<file path="config.mk">
export PLATFORM = sky130hd
export DESIGN_NAME = clk_div_ctrl_flat
export DESIGN_NICKNAME = d
export VERILOG_FILES = /design/src/rtl/clk_div_ctrl_if.sv /design/src/rtl/clk_div_ctrl.sv /design/src/flat_wrapper.sv
export SDC_FILE = /design/constraint.sdc
export NUM_CORES = 1
export LEC_CHECK = 0
export ABC_CLOCK_PERIOD_IN_PS = 7000
export BUFFER_PORTS_ARGS = -buffer_cell sky130_fd_sc_hd__buf_2
export CAP_MARGIN = 40
export CORE_ASPECT_RATIO = 0.6
export CORE_MARGIN = 4
export CORE_UTILIZATION = 30
export CTS_BUF_LIST = sky130_fd_sc_hd__clkbuf_8
export CTS_CLUSTER_SIZE = 10
export DETAILED_ROUTE_END_ITERATION = 7
export GPL_ROUTABILITY_DRIVEN = 1
export PLACE_DENSITY = 0.55
export SYNTH_ARGS = -nofsm -noshare
export SYNTH_HDL_FRONTEND = slang
export SYNTH_SLANG_ARGS = --single-unit
</file>
<file path="constraint.sdc">
create_clock -name clk_in -period 7 [get_ports clk_in]
set_input_delay 0 -clock clk_in [delete_from_list [all_inputs] [get_ports clk_in]]
set_output_delay 0 -clock clk_in [all_outputs]
set_load 0.01 [all_outputs]
</file>
<file path="src/rtl/clk_div_ctrl_if.sv">
// Control and status bundle for the programmable clock divider.
// The master drives the run request and the divisor handshake.
// The slave (the divider) returns the divided clock, the edge ticks and the status.
interface clk_div_ctrl_if #(
    parameter int DIV_W = 16
);
    logic             en;
    logic [DIV_W-1:0] cfg_div;
    logic             cfg_valid;
    logic             cfg_ready;
    logic             clk_out;
    logic             tick_rise;
    logic             tick_fall;
    logic             cfg_err;
    logic [DIV_W-1:0] active_div;
    logic             running;

    modport master (
        output en, cfg_div, cfg_valid,
        input  cfg_ready, clk_out, tick_rise, tick_fall, cfg_err, active_div, running
    );

    modport slave (
        input  en, cfg_div, cfg_valid,
        output cfg_ready, clk_out, tick_rise, tick_fall, cfg_err, active_div, running
    );
endinterface

</file>
<file path="src/rtl/clk_div_ctrl.sv">
// Glitch-free programmable clock divider.
// The output clock has a half-period of active_div input cycles.
// A new divisor requested while running takes effect only at a falling edge of clk_out.
// Disabling the divider never cuts a high phase short.
module clk_div_ctrl #(
    parameter int DIV_W       = 16,
    parameter int DEFAULT_DIV = 16
) (
    input  logic                 clk_in,
    input  logic                 reset,
    clk_div_ctrl_if.slave        bus
);

    typedef enum logic [1:0] {
        ST_IDLE = 2'd0,
        ST_RUN  = 2'd1,
        ST_PEND = 2'd2,
        ST_STOP = 2'd3
    } state_t;

    state_t           r_state;
    logic [DIV_W-1:0] r_cnt;
    logic             r_clk;
    logic             r_tick_rise;
    logic             r_tick_fall;
    logic             r_cfg_err;
    logic [DIV_W-1:0] r_active_div;
    logic [DIV_W-1:0] r_pend_div;
    logic             r_pend_vld;

    state_t           w_eff_state;
    state_t           w_state_nxt;
    logic [DIV_W-1:0] w_cnt_nxt;
    logic             w_clk_nxt;
    logic             w_rise_nxt;
    logic             w_fall_nxt;
    logic             w_err_nxt;
    logic [DIV_W-1:0] w_act_nxt;
    logic [DIV_W-1:0] w_pdiv_nxt;
    logic             w_pvld_nxt;

    logic             w_cfg_ready;
    logic             w_accept;
    logic             w_acc_zero;
    logic             w_acc_new;
    logic             w_term;

    assign w_cfg_ready = (r_state == ST_IDLE) || (r_state == ST_RUN);
    assign w_accept    = bus.cfg_valid && w_cfg_ready;
    assign w_acc_zero  = w_accept && (bus.cfg_div == '0);
    assign w_acc_new   = w_accept && (bus.cfg_div != '0);
    assign w_term      = (r_cnt == (r_active_div - DIV_W'(1)));

    // Re-enabling during STOPPING resumes normal running, pending divisor included.
    always_comb begin
        w_eff_state = r_state;
        if ((r_state == ST_STOP) && bus.en) begin
            w_eff_state = r_pend_vld ? ST_PEND : ST_RUN;
        end
    end

    // Next-state and next-output logic for the divider FSM.
    always_comb begin
        w_state_nxt = w_eff_state;
        w_cnt_nxt   = r_cnt;
        w_clk_nxt   = r_clk;
        w_rise_nxt  = 1'b0;
        w_fall_nxt  = 1'b0;
        w_err_nxt   = w_acc_zero;
        w_act_nxt   = r_active_div;
        w_pdiv_nxt  = r_pend_div;
        w_pvld_nxt  = r_pend_vld;

        case (w_eff_state)
            ST_IDLE: begin
                w_cnt_nxt = '0;
                w_clk_nxt = 1'b0;
                if (w_acc_new) begin
                    w_act_nxt = bus.cfg_div;
                end
                if (bus.en) begin
                    w_state_nxt = ST_RUN;
                end
            end

            ST_RUN, ST_PEND: begin
                if (w_term) begin
                    w_cnt_nxt  = '0;
                    w_clk_nxt  = ~r_clk;
                    w_rise_nxt = ~r_clk;
                    w_fall_nxt = r_clk;
                end else begin
                    w_cnt_nxt = r_cnt + DIV_W'(1);
                end

                // A divisor accepted on a falling edge is not applied until the next one,
                // because the apply below only looks at an already-registered pending value.
                if (w_acc_new) begin
                    w_pdiv_nxt  = bus.cfg_div;
                    w_pvld_nxt  = 1'b1;
                    w_state_nxt = ST_PEND;
                end
                if (w_term && r_clk && r_pend_vld) begin
                    w_act_nxt   = r_pend_div;
                    w_pvld_nxt  = 1'b0;
                    w_state_nxt = ST_RUN;
                end

                if (!bus.en) begin
                    if (!r_clk || w_term) begin
                        // Low phase (or the high phase ends right now): park in IDLE at once.
                        w_state_nxt = ST_IDLE;
                        w_cnt_nxt   = '0;
                        w_clk_nxt   = 1'b0;
                        w_rise_nxt  = 1'b0;
                        if (w_acc_new) begin
                            w_act_nxt = bus.cfg_div;
                        end else if (r_pend_vld) begin
                            w_act_nxt = r_pend_div;
                        end
                        w_pvld_nxt  = 1'b0;
                    end else begin
                        w_state_nxt = ST_STOP;
                    end
                end
            end

            ST_STOP: begin
                if (w_term) begin
                    w_cnt_nxt   = '0;
                    w_clk_nxt   = 1'b0;
                    w_fall_nxt  = 1'b1;
                    w_state_nxt = ST_IDLE;
                    if (r_pend_vld) begin
                        w_act_nxt = r_pend_div;
                    end
                    w_pvld_nxt  = 1'b0;
                end else begin
                    w_cnt_nxt = r_cnt + DIV_W'(1);
                end
            end
        endcase
    end

    // State register; reset overrides every in-flight toggle or pending update.
    always_ff @(posedge clk_in) begin
        if (reset) begin
            r_state      <= ST_IDLE;
            r_cnt        <= '0;
            r_clk        <= 1'b0;
            r_tick_rise  <= 1'b0;
            r_tick_fall  <= 1'b0;
            r_cfg_err    <= 1'b0;
            r_active_div <= DIV_W'(DEFAULT_DIV);
            r_pend_vld   <= 1'b0;
        end else begin
            r_state      <= w_state_nxt;
            r_cnt        <= w_cnt_nxt;
            r_clk        <= w_clk_nxt;
            r_tick_rise  <= w_rise_nxt;
            r_tick_fall  <= w_fall_nxt;
            r_cfg_err    <= w_err_nxt;
            r_active_div <= w_act_nxt;
            r_pend_vld   <= w_pvld_nxt;
        end
    end

    // Pending divisor storage; its valid flag alone decides whether it is used.
    always_ff @(posedge clk_in) begin
        r_pend_div <= w_pdiv_nxt;
    end

    assign bus.cfg_ready  = w_cfg_ready;
    assign bus.clk_out    = r_clk;
    assign bus.tick_rise  = r_tick_rise;
    assign bus.tick_fall  = r_tick_fall;
    assign bus.cfg_err    = r_cfg_err;
    assign bus.active_div = r_active_div;
    assign bus.running    = (r_state != ST_IDLE);

endmodule

</file>
<file path="src/flat_wrapper.sv">
// flat-port wrapper written by rule: the top's interface ports become plain ports
module clk_div_ctrl_flat 
#(
    parameter int DIV_W       = 16,
    parameter int DEFAULT_DIV = 16
)
  (clk_in, reset, bus_en, bus_cfg_div, bus_cfg_valid, bus_cfg_ready, bus_clk_out, bus_tick_rise, bus_tick_fall, bus_cfg_err, bus_active_div, bus_running);
  clk_div_ctrl_if #(.DIV_W(DIV_W)) bus_i ();
  input  logic clk_in;
  input  logic reset;
  input wire logic [$bits(bus_i.en)-1:0] bus_en;
  input wire logic [$bits(bus_i.cfg_div)-1:0] bus_cfg_div;
  input wire logic [$bits(bus_i.cfg_valid)-1:0] bus_cfg_valid;
  output wire logic [$bits(bus_i.cfg_ready)-1:0] bus_cfg_ready;
  output wire logic [$bits(bus_i.clk_out)-1:0] bus_clk_out;
  output wire logic [$bits(bus_i.tick_rise)-1:0] bus_tick_rise;
  output wire logic [$bits(bus_i.tick_fall)-1:0] bus_tick_fall;
  output wire logic [$bits(bus_i.cfg_err)-1:0] bus_cfg_err;
  output wire logic [$bits(bus_i.active_div)-1:0] bus_active_div;
  output wire logic [$bits(bus_i.running)-1:0] bus_running;
  assign bus_i.en = bus_en;
  assign bus_i.cfg_div = bus_cfg_div;
  assign bus_i.cfg_valid = bus_cfg_valid;
  assign bus_cfg_ready = bus_i.cfg_ready;
  assign bus_clk_out = bus_i.clk_out;
  assign bus_tick_rise = bus_i.tick_rise;
  assign bus_tick_fall = bus_i.tick_fall;
  assign bus_cfg_err = bus_i.cfg_err;
  assign bus_active_div = bus_i.active_div;
  assign bus_running = bus_i.running;
  clk_div_ctrl #(.DIV_W(DIV_W), .DEFAULT_DIV(DEFAULT_DIV)) u_core (.clk_in(clk_in), .reset(reset), .bus(bus_i));
endmodule
</file>
After elaboration in Yosys (flattened, before gate mapping):

Cells that the tools add are included.

* input port bits: 20
* output and inout port bits: 22
* flip-flop bits (word level): 55

* reduce and logical (&&, ||, !) cells: 20
* add/sub/neg operators: 2
* eq/ne operators: 9
* bitwise gates (word level): 2
* mux-type cells: 38

Operators by type and width (number)
* $mux 16: 11
* $pmux 16 s3: 2
* $add 16x1->16 const B: 1
* $eq 16x16->1: 1
* $logic_not 16->1: 1
* $mux 2: 8
* $reduce_bool 16->1: 1
* $sub 16x1->16 const B: 1
* $mux 1: 13
* $eq 2x2->1 const B: 3
* $logic_and 1x1->1: 6
* $ne 2x1->1 const B: 3
* $pmux 2 s3: 1
* $eq 2x1->1 const B: 2
* $logic_not 2->1: 2
* $pmux 1 s2: 2
* $reduce_and 2->1: 2
* $reduce_bool 2->1: 2
* $reduce_or 2->1: 2
* $pmux 1 s3: 1
* $reduce_and 3->1: 1
* $logic_or 1x1->1: 2
* $not 1->1: 2
* $logic_not 1->1: 1

Depth between registers and ports, before layout:

Gate-level depths: netlist of the first run.

* depth after elaboration: 10
* depth in mapped cells: 17
* mapped depth without buffers: 16

Worst setup path before layout of the first run:

OpenSTA, ideal clock, no wires.

* path type: register to register
* start point: register u_core.r_active_div[0] (netlist: u_core.bus.active_div[0])
* end point: register u_core.r_active_div[11] (netlist: u_core.bus.active_div[11])
* arrival: 4.096 ns
* setup time: 0.121 ns
* required time: 6.879 ns
* cell stages (with the launch flop): 16
* period minus slack after synthesis: 4.217 ns
* setup slack: 2.783 ns
* path through: dfxtp_1 > inv_1 > ha_1 > or3b_2 > a22o_1 > a2111o_1 > a21o_2 > or4_1 > ha_1 > o21ai_1 > a21oi_1 > clkbuf_1 > a221o_1 > o22ai_1 > nor2_1 > mux2_4

* cells in the longest elaborated chain, start to end: 10
* elaborated cells between the ends (all ways): 13
* classes of those cells: 1 x add/sub; 2 x eq/ne; 6 x mux; 4 x reduce/logical

Ends and longest elaborated chain
* start, declared: line clk_div_ctrl.sv:27 `logic [DIV_W-1:0] r_active_div;`
* start signal, assigned: line clk_div_ctrl.sv:154 `r_active_div <= DIV_W'(DEFAULT_DIV);`
* start signal, assigned: line clk_div_ctrl.sv:163 `r_active_div <= w_act_nxt;`
* $sub 16x1->16 (*): line clk_div_ctrl.sv:52 `assign w_term = (r_cnt == (r_active_div - DIV_W'(1)));`
* $eq 16x16->1 (*): line clk_div_ctrl.sv:52
* $logic_and 1x1->1 (2 in series): line clk_div_ctrl.sv:103 `if (w_term && r_clk && r_pend_vld) begin`
* $mux 16: line clk_div_ctrl.sv:103
* $mux 16: line clk_div_ctrl.sv:118 `end else if (r_pend_vld) begin`
* $mux 16: line clk_div_ctrl.sv:116 `if (w_acc_new) begin`
* $mux 16: line clk_div_ctrl.sv:110 `if (!r_clk || w_term) begin`
* $mux 16: line clk_div_ctrl.sv:109 `if (!bus.en) begin`
* $pmux 16 s3: line clk_div_ctrl.sv:74 `case (w_eff_state)`

Every way passes the cells marked *; elsewhere a longest branch is shown, timed or not.
A chain may end at the register's enable or synchronous reset.

Worst setup path after layout of the first run:

* start point: register u_core.r_active_div[0] (netlist: u_core.bus.active_div[0])
* end point: register u_core.r_active_div[4] (netlist: u_core.bus.active_div[4])

The elaborated chain is that of the path after synthesis.

==> results of run 1 <==
-- layout make-up --
| type | count | area (um^2) | area share |
|---|---|---|---|
| Timing Repair Buffer | 63 | 410 | 0.0941 |
| Clock inverter | 3 | 16.3 | 0.00373 |
| Inverter | 15 | 56.3 | 0.0129 |
| Sequential cell | 55 | 1260 | 0.289 |
| Tap cell | 165 | 206 | 0.0473 |
| Clock buffer | 5 | 68.8 | 0.0158 |
| Multi-Input combinational cell | 324 | 2340 | 0.537 |
-- power groups by stage --
stage	registers (mW)	clock network, mW	logic [mW]
floorplan	0.368	0	0.177
global placement	0.386	0	0.222
detailed placement	0.386	0	0.224
CTS	0.379	0.190	0.233
global route	0.383	0.200	0.257
finish	0.379	0.182	0.236
-- timing repair --
item,4_1_cts,5_1_grt
hold buffers,16,0
gates resized for setup,0,0
hold endpoints to repair,16,0
-- registers in the layout, summed over array words and instances (netlist names) --
name / count
u_core.r_pend_div: 16
u_core.r_cnt: 16
u_core.bus.cfg_err: 1
u_core.bus.tick_fall: 1
u_core.bus.clk_out: 1
u_core.bus.active_div: 16
u_core.r_state: 2
u_core.bus.tick_rise: 1
u_core.r_pend_vld: 1
-- worst paths after layout --
kind / slack, ns / startpoint / end / depth (start not counted)
max: 2.18 / u_core.bus.active_div[0] / u_core.bus.active_div[4] / 15
min: 0.04 / bus_en / u_core.r_state[0] / 3
max reg2reg: 2.18 / u_core.bus.active_div[0] / u_core.bus.active_div[4] / 15
min reg2reg: 0.52 / u_core.r_cnt[0] / u_core.r_cnt[0] / 1
-- metal layers --
metal / part of all wire / vias up
met5: 0 / -
met1: 0.51 / 1691
met2: 0.40 / 156
li1: - / 1661
met4: 0.0067 / 0
met3: 0.086 / 11
-- critical path, stage by stage (launching register included) --
cell and delay, ns:
dfxtp_1 0.40, inv_1 0.10, ha_1 0.25, nor3b_2 0.54
and3_1 0.27, a211oi_1 0.08, or4b_1 0.58, or4_1 0.55
ha_1 0.23, o21ai_1 0.36, a21oi_1 0.09, buf_4 0.23
a221o_1 0.41, a21oi_1 0.21, o32ai_1 0.12, a221o_1 0.30
-- metrics by stage --
| step | area [um^2] | instances | hold slack, ns |
|---|---|---|---|
| after detailed placement | 4120 | 606 | 0.224 |
| after CTS | 4360 | 630 | 0.0143 |
| after global placement | 4120 | 606 | 0.227 |
| after floorplan | 3830 | 429 | 0.0989 |
| final | 4360 | 630 | 0.0364 |
| after global routing | 4360 | 630 | 0.0248 |
-- cell usage in the layout (no fill, tap or decap), types with 8 or more instances in the layout --
| cell | n |
|---|---|
| nand3_1 | 8 |
| dlygate4sd3_1 | 16 |
| inv_1 | 15 |
| a21oi_1 | 8 |
| buf_2 | 41 |
| nor2b_1 | 10 |
| mux2i_1 | 18 |
| a211oi_1 | 19 |
| nand2_1 | 17 |
| a221o_1 | 16 |
| xor2_1 | 17 |
| dfxtp_1 | 39 |
| o22ai_1 | 14 |
| nor4_1 | 10 |
| edfxtp_1 | 16 |
| xnor2_1 | 18 |
| nor2_1 | 68 |
-- cells by family (layout without fill, tap and decap cells) --
logic type,Yosys count,count (layout),share of synthesized area
compound gates,100,100,0.213
xor+xnor,35,35,0.0800
fa+ha+maj,6,6,0.0196
buf+inv,50,86,0.0591
flops,55,55,0.329
mux,32,32,0.0947
simple gates,151,151,0.205
==> flow_summary.ini, run 1 <==
[run_status]
run_status = finished clean

[min_path]
timing.hold.worst.class = primary input to flip-flop

[timing]
final_period_utilization = 0.688
slew_headroom = 0.444
setup_total_negative_slack_ns = 0
final-setup-viol-count = 0
timing_hold_violations_final = 0
worst_slack_ns = 2.18
finalClockSkew_ns = 0.0101
achievable-frequency_mhz = 208
final_critical_delay_including_setup_and_external_delays_ns = 4.82
tightestPinTransition_ns = 0.827
rsz0062_at_grt = false
timing_max_transition_violations_final = 0

[pwr]
p_switching_mw = 0.280
p_seq_frac = 0.476
power_frac_comb = 0.295
leakage_power_nw = 1.56
clockPowerShare = 0.229
worst_ir_drop_vdd_mv = 0.0993
total_power_mw = 0.797
sw_frac_of_total = 0.351
internal_power_mw = 0.517
power.density_cell_area_nw_per_um2 = 183

[cells_and_area]
post_layout_nets = 490
filler_cell_count = 1297
area_growth_syn_to_layout_pct = 13.9
post_route_cells_drive_above_1_share = 0.183
finish.utilization = 0.356
antenna_diodes = 0

[grt]
pin_count_of_the_biggest_net_entering_global_routing = 39
grt_antenna_before_repair = 0
global_route.peak_usage_layer = met1
grt_usage = 0.159
globalRouteMet2Util = 0.221
grt_first_pass_wirelength_um = 18500
met1_track_demand_over_resource_in_global_routing = 0.246
grt_pass1_vias = 3378
gr-total-overflow = 0
use_met3 = 0.0363

[clock_network]
path_clk_slew_ns = 0.11
h_tree_level_count = 2
cts-root-to-sink-buffers = 2
post-cts-setup-buffer-count = 0
cts_tree = built
clk_latency_ns = 0.32
clock_tree.root_cell = clkbuf_8
numCtsBuffers = 5
clock_sink_count = 55

[critical_path]
cp.arrival_ns = 5.03
cp-end-kind = flip-flop
startpoint_type = flip-flop
setup.worst_path.class = flip-flop to flip-flop
crit_required_ns = 7.22
critPathMaxFanout = 17

[drt]
post_drt_wl_per_cell_um = 18.4
drt_iter0_markers = 309
drc_errors_left = 0
total_vias_in_the_final_route = 3519
firstDrtPassIters = 5
viasPerCell = 5.59
antenna_violating_nets_post_route = 0
final_wirelength_um = 11600

[floorplan]
io-pin-count = 42
area_enclosed_by_the_die_boundary_um2 = 14700
fp-row-count = 31
die_h_um = 95.5
dieWidth_um = 154
initial_core_util = 0.312
design.core.area_um2 = 12300

[synth]
synth_cells = 429
ff_latch_count_synth = 55
seq_area_frac_synth = 0.329
yosys_cell_types = 68
synth_ff_type = dfxtp_1
synthTopCellsByArea = dfxtp_1, edfxtp_1, nor2_1
synth_async_sr_flop_share = 0
synth_top_cell_by_area = dfxtp_1
yosys-top-cells-count = nor2_1, dfxtp_1, clkbuf_1
syn-mean-instance-area_um2 = 8.93
synth.net_count = 455
ys_warn_count = 0
post-synth-top-count-cell = nor2_1
synth_largest_type_area_fraction = 0.204
synth_enable_flop_cells = 16
post_synth_instance_area_um2 = 3830

[place]
io_buffers = 41
global_placement_routability_congestion = 0.886
place_hpwl_um = 8550
setup_slack_after_placement_ns = 2.31

[job]
maxCapViolations = 0
Power figures use the tool's default switching activity.
==> inputs of run 2 (changes only) <==
ABC_CLOCK_PERIOD_IN_PS = 4100   (was 7000)
PLACE_DENSITY = 0.57   (was 0.55)
clock period = 4.1 ns   (was 7 ns; I/O delays follow)
==> flow_summary.ini, run 2 (synthesis results as in run 1) <==
[drt]
drt_iter0_markers = 301
post_drt_wl_per_cell_um = 18.3
firstDrtPassIters = 5
total_vias_in_the_final_route = 3771
viasPerCell = 5.55
antenna_violating_nets_post_route = 0
final_wirelength_um = 12400
drc_errors_left = 0

[cells_and_area]
final_cell_count_no_fill = 679
post_layout_nets = 539
filler_cell_count = 1260
final_common_cell = nor2_1
post_route_cells_drive_above_1_share = 0.319
antenna_diodes = 0
finish.utilization = 0.404
area_growth_syn_to_layout_pct = 29.2
layout_common_cells = nor2_1, buf_4, buf_2

[clock_network]
cts-root-to-sink-buffers = 2
clk_latency_ns = 0.32
clock_sink_count = 55
path_clk_slew_ns = 0.11
cts_tree = built
clock_tree.root_cell = clkbuf_8
h_tree_level_count = 2
numCtsBuffers = 5

[timing]
rsz0062_at_grt = true
timing_max_transition_violations_final = 0
final_period_utilization = 0.987
slew_headroom = 0.463
final-setup-viol-count = 0
timing_hold_violations_final = 0
finalClockSkew_ns = 0.00969
final_critical_delay_including_setup_and_external_delays_ns = 4.05
achievable-frequency_mhz = 247
tightestPinTransition_ns = 0.806

[place]
placedCellCount = 648
place_hpwl_um = 9090
global_placement_routability_congestion = 0.876
io_buffers = 41

[run_status]
run_status = finished clean

[floorplan]
dieWidth_um = 154
die_h_um = 95.5
initial_core_util = 0.312
area_enclosed_by_the_die_boundary_um2 = 14700
fp-row-count = 31
io-pin-count = 42
design.core.area_um2 = 12300

[pwr]
internal_power_mw = 0.963
leakage_power_nw = 1.85
power.density_cell_area_nw_per_um2 = 299
p_switching_mw = 0.515
power_frac_comb = 0.366
sw_frac_of_total = 0.349
p_seq_frac = 0.423
worst_ir_drop_vdd_mv = 0.150
clockPowerShare = 0.211

[grt]
global_route.peak_usage_layer = met1
grt_antenna_before_repair = 0
use_met3 = 0.0331
grt_usage = 0.166
grt_pass1_vias = 3418
pin_count_of_the_biggest_net_entering_global_routing = 39
gr-total-overflow = 0
met1_track_demand_over_resource_in_global_routing = 0.272
grt_first_pass_wirelength_um = 19200
globalRouteMet2Util = 0.220

[job]
maxCapViolations = 0

[critical_path]
startpoint_type = flip-flop
cp.arrival_ns = 4.27
cp-end-kind = flip-flop
critPathMaxFanout = 6
setup.worst_path.class = flip-flop to flip-flop
crit_required_ns = 4.32

[min_path]
timing.hold.worst.class = primary input to flip-flop
-- run 2: changes by cell type in the layout (fill, tap and decap cells not counted), moves of 4 or more --
cell and change:
buf_6 +4, buf_4 +42, dfxtp_1 -6, dfxtp_2 +6
-- run 2: timing repair --
item	CTS	global route
gates cloned	1	0
hold buffers	16	0
resized for setup	13	26
setup endpoints to repair	16	16
hold endpoints to repair	16	0
buffers inserted	1	5
pin swaps	1	23
-- run 2: final cells by class --
cell class,count,area [um^2],share of cell area
repair buffers,112,843,0.170
clock buffers,5,68.8,0.0139
inverters,15,56.3,0.0114
clock inverters,3,16.3,0.00329
well taps,165,206,0.0417
multi-input cells,324,2490,0.503
flip-flops and latches,55,1270,0.256
-- run 2: metrics by stage --
| stage | TNS (ns) | hold slack [ns] | area, um^2 | setup WS (ns) | power [mW] |
|---|---|---|---|---|---|
| after global routing | -0.578 | 0.0616 | 4950 | -0.117 | 1.56 |
| after global placement | -0.523 | 0.227 | 4460 | -0.0755 | 1.10 |
| after CTS | 0 | 0.0493 | 4810 | 0.00550 | 1.45 |
| after floorplan | 0 | 0.0989 | 3840 | 0.00662 | 0.933 |
| final | 0 | 0.0724 | 4950 | 0.0525 | 1.48 |
| after detailed placement | -1.30 | 0.227 | 4460 | -0.137 | 1.11 |
-- run 2: worst paths after layout --
check                                                from                        end  slack (ns)  cells after the start
worst max-delay path            u_core.bus.active_div[12]  u_core.bus.active_div[12]        0.05                     16
worst min-delay path                        bus_cfg_valid         u_core.bus.cfg_err        0.07                      3
worst max register to register  u_core.bus.active_div[12]  u_core.bus.active_div[12]        0.05                     16
worst min register to register            u_core.r_cnt[0]            u_core.r_cnt[0]        0.51                      1
-- run 2: worst max-delay path, stage by stage, from the launching register on --
cell      delay [ns]
dfxtp_1         0.42
xnor2_1         0.37
nand2_1         0.16
a22o_1          0.25
a2111o_1        0.40
a21o_2          0.21
or4_4           0.51
ha_4            0.19
o21ai_4         0.14
buf_6           0.12
o21ai_4         0.07
buf_12          0.16
buf_12          0.12
a221o_1         0.34
o22ai_2         0.13
nor2_1          0.06
mux2_4          0.29
-- run 2: layer usage --
layer,up-vias,wire [um]
met5,-,0
met4,0,73
met3,10,1050
met2,176,4800
met1,1823,6510
li1,1762,-
-- run 2: power groups by stage --
stage	clock (mW)	sequential [mW]	combinational [mW]
global route	0.345	0.629	0.582
CTS	0.326	0.623	0.504
detailed placement	0	0.634	0.478
global placement	0	0.633	0.470
floorplan	0	0.629	0.304
finish	0.312	0.625	0.541
